### config.mk
export PLATFORM = sky130hd
export DESIGN_NAME = cg_rvarch_decode_stage
export DESIGN_NICKNAME = d
export VERILOG_FILES = /design/src/rtl/cg_rvarch_instr_field_pkg.sv /design/src/rtl/cg_skid_buffer.sv /design/src/rtl/cg_rvarch_decode_stage.sv
export SDC_FILE = /design/constraint.sdc
export NUM_CORES = 1
export LEC_CHECK = 0
export ABC_AREA = 1
export CORE_ASPECT_RATIO = 1.2
export CORE_UTILIZATION = 58
export DETAILED_ROUTE_END_ITERATION = 7
export PLACE_DENSITY = 0.86
export SYNTH_ARGS = -nofsm -noshare
export SYNTH_HDL_FRONTEND = slang
export SYNTH_HIERARCHICAL = 1
export SYNTH_SLANG_ARGS = --single-unit
### constraint.sdc
create_clock -name i_clk -period 2.05 [get_ports i_clk]
set_input_delay 0.615 -clock i_clk [delete_from_list [all_inputs] [get_ports i_clk]]
set_output_delay 0.615 -clock i_clk [all_outputs]
set_load 0.005 [all_outputs]
### src/rtl/cg_rvarch_instr_field_pkg.sv
// ---------------------------------------------------------------------------
// cg_rvarch_instr_field_pkg
// RV32I instruction field helpers shared by the pipeline stages.
// Provides the opcode constants, field extractors, immediate builders,
// opcode class predicates and the decode() function that turns a raw
// {pc, instr} beat into the dec_t bundle consumed by issue/execute.
// ---------------------------------------------------------------------------
package cg_rvarch_instr_field_pkg;

  localparam int XLEN        = 32;
  localparam int INSTR_WIDTH = 32;

  localparam logic [6:0] OPC_LUI      = 7'b0110111;
  localparam logic [6:0] OPC_AUIPC    = 7'b0010111;
  localparam logic [6:0] OPC_JAL      = 7'b1101111;
  localparam logic [6:0] OPC_JALR     = 7'b1100111;
  localparam logic [6:0] OPC_BRANCH   = 7'b1100011;
  localparam logic [6:0] OPC_LOAD     = 7'b0000011;
  localparam logic [6:0] OPC_STORE    = 7'b0100011;
  localparam logic [6:0] OPC_OP_IMM   = 7'b0010011;
  localparam logic [6:0] OPC_OP       = 7'b0110011;
  localparam logic [6:0] OPC_MISC_MEM = 7'b0001111;
  localparam logic [6:0] OPC_SYSTEM   = 7'b1110011;

  typedef logic [INSTR_WIDTH-1:0] instr_t;

  typedef struct packed {
    logic [XLEN-1:0] pc;
    logic [6:0]      opcode;
    logic [4:0]      rd;
    logic [4:0]      rs1;
    logic [4:0]      rs2;
    logic [2:0]      funct3;
    logic [6:0]      funct7;
    logic [31:0]     imm;
    logic            rd_we;
    logic            uses_rs1;
    logic            uses_rs2;
    logic            is_load;
    logic            is_store;
    logic            is_branch;
    logic            is_jump;
    logic            illegal;
  } dec_t;

  function automatic logic [6:0] get_opcode(input instr_t instr);
    return instr[6:0];
  endfunction

  function automatic logic [31:0] i_imm(input instr_t instr);
    return {{20{instr[31]}}, instr[31:20]};
  endfunction

  function automatic logic [31:0] s_imm(input instr_t instr);
    return {{20{instr[31]}}, instr[31:25], instr[11:7]};
  endfunction

  function automatic logic [31:0] b_imm(input instr_t instr);
    return {{19{instr[31]}}, instr[31], instr[7], instr[30:25], instr[11:8], 1'b0};
  endfunction

  function automatic logic [31:0] u_imm(input instr_t instr);
    return {instr[31:12], 12'b0};
  endfunction

  function automatic logic [31:0] j_imm(input instr_t instr);
    return {{11{instr[31]}}, instr[31], instr[19:12], instr[20], instr[30:21], 1'b0};
  endfunction

  // Opcodes without an immediate operand (OP, MISC_MEM, SYSTEM, unknown) give 0.
  function automatic logic [31:0] get_imm(input instr_t instr);
    logic [31:0] imm;
    imm = '0;
    case (get_opcode(instr))
      OPC_LUI, OPC_AUIPC:            imm = u_imm(instr);
      OPC_JAL:                       imm = j_imm(instr);
      OPC_JALR, OPC_LOAD, OPC_OP_IMM: imm = i_imm(instr);
      OPC_BRANCH:                    imm = b_imm(instr);
      OPC_STORE:                     imm = s_imm(instr);
      default:                       imm = '0;
    endcase
    return imm;
  endfunction

  // The opcode constants all end in 2'b11, so a match also covers instr[1:0].
  function automatic logic is_legal_opcode(input instr_t instr);
    logic legal;
    case (get_opcode(instr))
      OPC_LUI, OPC_AUIPC, OPC_JAL, OPC_JALR, OPC_BRANCH, OPC_LOAD,
      OPC_STORE, OPC_OP_IMM, OPC_OP, OPC_MISC_MEM, OPC_SYSTEM: legal = 1'b1;
      default:                                                  legal = 1'b0;
    endcase
    return legal && (instr[1:0] == 2'b11);
  endfunction

  function automatic logic is_load_opcode(input instr_t instr);
    return get_opcode(instr) == OPC_LOAD;
  endfunction

  function automatic logic is_store_opcode(input instr_t instr);
    return get_opcode(instr) == OPC_STORE;
  endfunction

  function automatic logic is_branch_opcode(input instr_t instr);
    return get_opcode(instr) == OPC_BRANCH;
  endfunction

  function automatic logic is_jump_opcode(input instr_t instr);
    return (get_opcode(instr) == OPC_JAL) || (get_opcode(instr) == OPC_JALR);
  endfunction

  // SYSTEM is included because the CSR instructions write rd.
  function automatic logic is_rd_opcode(input instr_t instr);
    logic wr;
    case (get_opcode(instr))
      OPC_LUI, OPC_AUIPC, OPC_JAL, OPC_JALR, OPC_LOAD,
      OPC_OP_IMM, OPC_OP, OPC_SYSTEM: wr = 1'b1;
      default:                        wr = 1'b0;
    endcase
    return wr;
  endfunction

  function automatic logic uses_rs1(input instr_t instr);
    logic u;
    case (get_opcode(instr))
      OPC_LUI, OPC_AUIPC, OPC_JAL, OPC_MISC_MEM, OPC_SYSTEM: u = 1'b0;
      default:                                              u = 1'b1;
    endcase
    return u && is_legal_opcode(instr);
  endfunction

  function automatic logic uses_rs2(input instr_t instr);
    return (get_opcode(instr) == OPC_BRANCH) || (get_opcode(instr) == OPC_STORE) ||
           (get_opcode(instr) == OPC_OP);
  endfunction

  // Raw fields are always extracted; everything with meaning is gated by
  // legality so illegal beats carry no class flags, no rd write and imm=0.
  function automatic dec_t decode(input logic [XLEN-1:0] pc, input instr_t instr);
    dec_t d;
    logic legal;
    legal    = is_legal_opcode(instr);
    d        = '0;
    d.pc     = pc;
    d.opcode = instr[6:0];
    d.rd     = instr[11:7];
    d.rs1    = instr[19:15];
    d.rs2    = instr[24:20];
    d.funct3 = instr[14:12];
    d.funct7 = instr[31:25];
    d.illegal = !legal;
    if (legal) begin
      d.imm       = get_imm(instr);
      d.rd_we     = is_rd_opcode(instr) && (instr[11:7] != 5'd0);
      d.uses_rs1  = uses_rs1(instr);
      d.uses_rs2  = uses_rs2(instr);
      d.is_load   = is_load_opcode(instr);
      d.is_store  = is_store_opcode(instr);
      d.is_branch = is_branch_opcode(instr);
      d.is_jump   = is_jump_opcode(instr);
    end
    return d;
  endfunction

endpackage

### src/rtl/cg_skid_buffer.sv
// ---------------------------------------------------------------------------
// cg_skid_buffer
// Generic 2-entry valid/ready skid buffer with flush. MAIN drives the output,
// SKID absorbs the one beat that arrives while MAIN is stalled. o_ready is a
// flop so no combinational path runs from i_ready back to o_ready.
// Ports:
//   i_clk, i_rst_n     clock, asynchronous active-low reset
//   i_flush            drop both entries and any beat accepted this cycle
//   i_valid/o_ready    upstream handshake, i_data payload
//   o_valid/i_ready    downstream handshake, o_data payload (MAIN entry)
// ---------------------------------------------------------------------------
module cg_skid_buffer #(
  parameter int WIDTH = 8
) (
  input  logic             i_clk,
  input  logic             i_rst_n,
  input  logic             i_flush,
  input  logic             i_valid,
  output logic             o_ready,
  input  logic [WIDTH-1:0] i_data,
  output logic             o_valid,
  input  logic             i_ready,
  output logic [WIDTH-1:0] o_data
);

  logic             main_valid_q, main_valid_d;
  logic [WIDTH-1:0] main_data_q, main_data_d;
  logic             skid_valid_q, skid_valid_d;
  logic [WIDTH-1:0] skid_data_q, skid_data_d;
  logic             ready_q;
  logic             in_fire;
  logic             main_free;

  // ready_q always equals !skid_valid_q, so in_fire never coincides with a full SKID.
  assign in_fire   = i_valid && ready_q;
  assign main_free = !main_valid_q || i_ready;

  always_comb begin
    main_valid_d = main_valid_q;
    main_data_d  = main_data_q;
    skid_valid_d = skid_valid_q;
    skid_data_d  = skid_data_q;
    if (i_flush) begin
      main_valid_d = 1'b0;
      skid_valid_d = 1'b0;
    end else if (main_free) begin
      if (skid_valid_q) begin
        // Older beat in SKID goes first to keep arrival order.
        main_valid_d = 1'b1;
        main_data_d  = skid_data_q;
        skid_valid_d = 1'b0;
      end else begin
        main_valid_d = in_fire;
        if (in_fire) main_data_d = i_data;
      end
    end else if (in_fire) begin
      skid_valid_d = 1'b1;
      skid_data_d  = i_data;
    end
  end

  always_ff @(posedge i_clk or negedge i_rst_n) begin
    if (!i_rst_n) begin
      main_valid_q <= 1'b0;
      main_data_q  <= '0;
      skid_valid_q <= 1'b0;
      skid_data_q  <= '0;
      ready_q      <= 1'b1;
    end else begin
      main_valid_q <= main_valid_d;
      main_data_q  <= main_data_d;
      skid_valid_q <= skid_valid_d;
      skid_data_q  <= skid_data_d;
      ready_q      <= !skid_valid_d;
    end
  end

  assign o_ready = ready_q;
  assign o_valid = main_valid_q;
  assign o_data  = main_data_q;

endmodule

### src/rtl/cg_rvarch_decode_stage.sv
// ---------------------------------------------------------------------------
// cg_rvarch_decode_stage
// RV32I decode stage behind fetch. Each {pc, instr} beat is decoded
// combinationally and only the decoded bundle is stored in a 2-entry skid
// buffer, giving one-cycle latency and full throughput.
// Ports:
//   i_clk, i_rst_n     clock, asynchronous active-low reset
//   i_flush            redirect: drop held and incoming beats
//   i_valid/o_ready    fetch handshake, i_pc / i_instr payload
//   o_valid/i_ready    issue handshake, o_dec decoded bundle
// ---------------------------------------------------------------------------
module cg_rvarch_decode_stage
  import cg_rvarch_instr_field_pkg::*;
#(
  parameter int XLEN = cg_rvarch_instr_field_pkg::XLEN
) (
  input  logic                   i_clk,
  input  logic                   i_rst_n,
  input  logic                   i_flush,
  input  logic                   i_valid,
  output logic                   o_ready,
  input  logic [XLEN-1:0]        i_pc,
  input  logic [INSTR_WIDTH-1:0] i_instr,
  output logic                   o_valid,
  input  logic                   i_ready,
  output dec_t                   o_dec
);

  dec_t dec_in;

  assign dec_in = decode(i_pc, i_instr);

  cg_skid_buffer #(
    .WIDTH($bits(dec_t))
  ) u_skid (
    .i_clk   (i_clk),
    .i_rst_n (i_rst_n),
    .i_flush (i_flush),
    .i_valid (i_valid),
    .o_ready (o_ready),
    .i_data  (dec_in),
    .o_valid (o_valid),
    .i_ready (i_ready),
    .o_data  (o_dec)
  );

endmodule

# Yosys cells after proc, flatten, opt, wreduce, memory -nomap -nowiden
# Index checks and enable logic that the tools add are counted.
[classes] eq_ne=12 muxes=16 n_bitwise=2 n_reduce_logical=22
[ops] cell="$mux W104" n=2
[ops] cell="$pmux W32 S5" n=1
[ops] cell="$mux W39" n=1
[ops] cell="$eq A7 B7 Y1 const B" n=4
[ops] cell="$eq A7 B6 Y1 const B" n=3
[ops] cell="$eq A7 B5 Y1 const B" n=2
[ops] cell="$mux W1" n=12
[ops] cell="$reduce_or A11 Y1" n=1
[ops] cell="$reduce_or A8 Y1" n=1
[ops] cell="$eq A7 B2 Y1 const B" n=1
[ops] cell="$eq A7 B4 Y1 const B" n=1
[ops] cell="$reduce_and A3 Y1" n=2
[ops] cell="$logic_and A1 B1 Y1" n=5
[ops] cell="$reduce_bool A5 Y1" n=1
[ops] cell="$reduce_or A5 Y1" n=1
[ops] cell="$logic_or A1 B1 Y1" n=4
[ops] cell="$reduce_bool A2 Y1" n=2
[ops] cell="$logic_not A1 Y1" n=3
[ops] cell="$reduce_or A3 Y1" n=1
[ops] cell="$eq A2 B2 Y1 const B" n=1
[ops] cell="$not A1 Y1" n=2
[ops] cell="$reduce_or A2 Y1" n=1
[totals] register_bits=211 inputBits=69 wordCells=57

# Depth between registers and ports, before layout
# Gate-level depths: netlist (run 1).
[logic_depth] depth_word=10 depth_mapped=12 mapped_depth_nobuf=12

# Cells and area by module
# Netlist (run 1), hierarchy kept.
[modules_own_cells] mod="cg_skid_buffer" instances=1 cells_each=1252 area_each_um2=9574.2 seq_area_each_um2=5281.3
[modules_own_cells] mod="cg_rvarch_decode_stage" instances=1 cells_each=168 area_each_um2=838.3 seq_area_each_um2=0.0

# Worst setup path before layout (run 1)
# Ideal clock, no wire load.
[synth_timing] path_type="input to register" startpoint="in i_instr[1]" endpoint="reg u_skid.main_data_q[16] (netlist: u_skid/o_data[16])" arrival_time_ns=1.583 setup_slack_ns=0.350 stages=11 n_path_buf=1 cell_sequence="nand2_1 inv_2 nand2_2 inv_1 buf_4 nand3_1 nand4_1 nand2_1 nand2_1 nand3_1 nand2_1"
[synth_lines] element="from (decl)" line="cg_rvarch_decode_stage.sv:23" text="input logic [INSTR_WIDTH-1:0] i_instr,"
[synth_lines] element="to (signal assigned)" line="cg_skid_buffer.sv:71" text="main_data_q <= main_data_d;"
[synth_lines] element="to (decl)" line="cg_skid_buffer.sv:27" text="logic [WIDTH-1:0] main_data_q, main_data_d;"

# Final worst setup path (run 1)
[layout_timing] startpoint="reg u_skid.main_data_q[20] (netlist: u_skid/o_data[20])" endpoint="out o_dec[20] (netlist name)"
[layout_lines] element="to (decl)" line="cg_rvarch_decode_stage.sv:26" text="output dec_t o_dec"
# No word-level cell between the ends.

==> results of run 1 <==
## state kept, by name, indices dropped and copies added, names as in the netlist
name                 flops
u_skid/skid_data_q     104
u_skid/o_valid           1
u_skid/skid_valid_q      1
u_skid/o_data          104
u_skid/o_ready           1
## layer usage
| metal | track usage | vias up | part of all wire |
|---|---|---|---|
| li1 | - | 4857 | - |
| met1 | 0.429 | 5039 | 0.38 |
| met2 | 0.563 | 542 | 0.49 |
| met3 | 0.0513 | 83 | 0.086 |
| met4 | 0.151 | 0 | 0.035 |
| met5 | 0 | - | 0 |
## placed cells by master (no fill, tap or decap), types with 2 or more instances in the layout
| master | synthesis | final |
|---|---|---|
| nand2_1 | 791 | 791 |
| nand3_1 | 244 | 243 |
| dfrtp_1 | 210 | 208 |
| clkdlybuf4s50_1 | 0 | 160 |
| buf_4 | 14 | 58 |
| buf_12 | 0 | 26 |
| clkbuf_16 | 0 | 23 |
| nand4_1 | 18 | 18 |
| nor2_1 | 16 | 15 |
| inv_1 | 13 | 13 |
| clkbuf_8 | 0 | 9 |
| dlymetal6s2s_1 | 0 | 7 |
| dlygate4sd2_1 | 0 | 6 |
| nand2_4 | 4 | 5 |
| nor2_2 | 4 | 4 |
| clkbuf_1 | 26 | 4 |
| inv_2 | 5 | 3 |
| nand2_2 | 4 | 3 |
| nor3_1 | 3 | 3 |
| clkinv_2 | 0 | 3 |
| nor2_4 | 1 | 2 |
| bufinv_16 | 0 | 2 |
| nand3_4 | 0 | 2 |
## area by class of cell
class,count,area [um^2]
Timing Repair Buffer,258,2710
Clock buffer,35,701
Inverter,18,70.1
Clock inverter,4,72.6
Fill cell,1137,3860
Tap cell,220,275
Multi-Input combinational cell,1093,4600
Sequential cell,211,5290
## cells by family after synthesis
| group | synth area share |
|---|---|
| compound gates | 0.00312 |
| simple gates | 0.434 |
| buf+inv | 0.0554 |
| flops | 0.507 |
## power groups by stage
stage	registers (mW)	clock network (mW)	logic, mW
2_1_floorplan	5.15	0	0.835
3_3_place_gp	5.18	0	1.96
3_5_place_dp	5.20	0	2.02
4_1_cts	5.13	4.29	2.04
5_1_grt	5.21	4.43	2.24
6_report	5.15	4.25	2.04
## timing repair
| item | CTS | global route |
|---|---|---|
| setup endpoints to repair | 7 | 10 |
| gates resized for setup | 7 | 9 |
| buffers inserted | 1 | 1 |
## how the worst min path moves through the flow
| stage | endpoint | cells past startpoint | start |
|---|---|---|---|
| global route | u_skid/skid_data_q[94] | 1 | i_rst_n |
| floorplan | u_skid/o_data[0] | 0 | i_rst_n |
| finish | u_skid/skid_data_q[94] | 1 | i_rst_n |
| CTS | u_skid/skid_data_q[94] | 1 | i_rst_n |
| global placement | u_skid/o_data[45] | 2 | u_skid/o_data[45] |
| detailed placement | u_skid/o_data[81] | 2 | u_skid/o_data[81] |
==> impl_metrics.toml, run 1 <==
[status]
status = "completed"

[route]
drtIter0Drc = 1267
via_per_inst = 5.72
num_vias = 10500
drc_errors = 0
firstDrtPassIters = 6
routedWlPerCell_um = 16.7
ant_nets = 0
routed_wirelength_um = 30700

[timing]
finalSetupTns_ns = 0
hold_violations = 0
final.period_utilization = 0.991
finalSetupViolations = 0
hold_ws_ns = 0.0226
drv_slew = 0
clock-skew-final_ns = 0.00619
max-slew-margin-rel = 0.652
max_freq_ghz = 0.492
grt_setup_unrepaired = "false"
tightest_slew_ns = 0.523
period_needed_ns = 2.03
worst_slack_ns = 0.0176

[floorplanning]
die_y_um = 149
row_count = 53
ios = 175
die_x_um = 124
core_um2 = 17600
start_util = 0.593
dieArea_um2 = 18500

[worst_setup_path]
rr_startpoint = "u_skid/skid_valid_q"
r2r_cells = 6
slowest_delay_ns = 0.52
critical_path_depth = 1
required_ns = 1.43
cp_cell_sequence = "clkdlybuf4s50_1"
crit_arrival_ns = 1.42
critical_path_class = "reg2out"
endpoint = "o_dec[20]"
end_kind = "output port"
path_buf_inv = 1
critPathLaunchType = "flop"
crit_family = "buffers and inverters"
crit_start = "u_skid/o_data[20]"
slowest_stage = "clkdlybuf4s50_1"
r2r_end = "u_skid/o_data[36]"
r2r_slack_ns = 0.40
cp_max_fo = 2

[yosys]
ys_ff_latch = 211
synth.distinct_cells = 25
ys_warn_count = 6
avgSynthCellArea_um2 = 7.33
async_reset_ff_frac = 1.00
synth_common_cells = "nand2_1, nand3_1, dfrtp_1"
synthFlopType = "dfrtp_1"
synth_edf_count = 0
syn_inst = 1420
synth_top_cell_by_area = "dfrtp_1"
synth_seq_area_share = 0.507
syn_nets = 1489
netlist_area_um2 = 10400
yosysTopAreaCellShare = 0.505
yosysMostFrequentCell = "nand2_1"
ys_top_cells_by_area = "dfrtp_1, nand2_1, nand3_1, buf_2, nand4_1"

[flow_run]
maxCapViolations = 0

[clocking]
cts_buffers = 22
htreeDepth = 1
root_buffer = "clkbuf_16"
clk_pin_slew_ns = 0.06
cts_tree = "done"
clock_sinks = 211
clk_latency_ns = 0.51
hold_buffers = 0
clockBufferDepth = 3

[global_routing]
grt_pass1_wl_um = 50300
grt_pass1_vias = 10200
grt_max_degree = 105
grt_use_total = 0.334
grt.overflow.total = 0
antenna_found_initial = 0

[pwr]
leakage_nw = 7.51
p_clk_frac = 0.372
irDropWorstVdd_v = 0.000688
p_seq_frac = 0.450
finalPower_mw = 11.4
combPwrFrac = 0.178
power.share.switching = 0.268
power_density_nw_per_um2 = 834
p_int_mw = 8.37
p_switching_mw = 3.07

[place]
io_buffers = 174
place_ws_ns = -0.310
postPlaceCellArea_um2 = 12900
dp_cells = 1798
dp_hpwl_um = 19200
routabilityCongestion = 0.903

[layout]
diodes = 0
stdcell_area_um2 = 13700
syn_to_final_growth_pct = 31.7
drive_gt1_frac = 0.0914
fin_nets = 1673
fin_util = 0.780
final_cells = 1839

[hold_path]
worstHoldPathType = "in2async"
No activity file was read; power rests on OpenSTA's default activity.
==> inputs of run 2 (changes only) <==
--- a/config.mk
+++ b/config.mk
@@ -6,6 +6,7 @@
 export NUM_CORES = 1
 export LEC_CHECK = 0
 export ABC_AREA = 1
+export ABC_CLOCK_PERIOD_IN_PS = 2050
 export CORE_ASPECT_RATIO = 1.2
 export CORE_UTILIZATION = 58
 export DETAILED_ROUTE_END_ITERATION = 7
==> results of run 2 <==
The final DEF is identical to that of run 1; final timing and power are the same.
==> inputs of run 3 (changes only) <==
--- a/config.mk
+++ b/config.mk
@@ -11,6 +11,7 @@
 export CORE_UTILIZATION = 58
 export DETAILED_ROUTE_END_ITERATION = 7
 export PLACE_DENSITY = 0.86
+export SLEW_MARGIN = 10
 export SYNTH_ARGS = -nofsm -noshare
 export SYNTH_HDL_FRONTEND = slang
 export SYNTH_HIERARCHICAL = 1
==> results of run 3 <==
The final DEF is identical to that of run 1; final timing and power are the same.
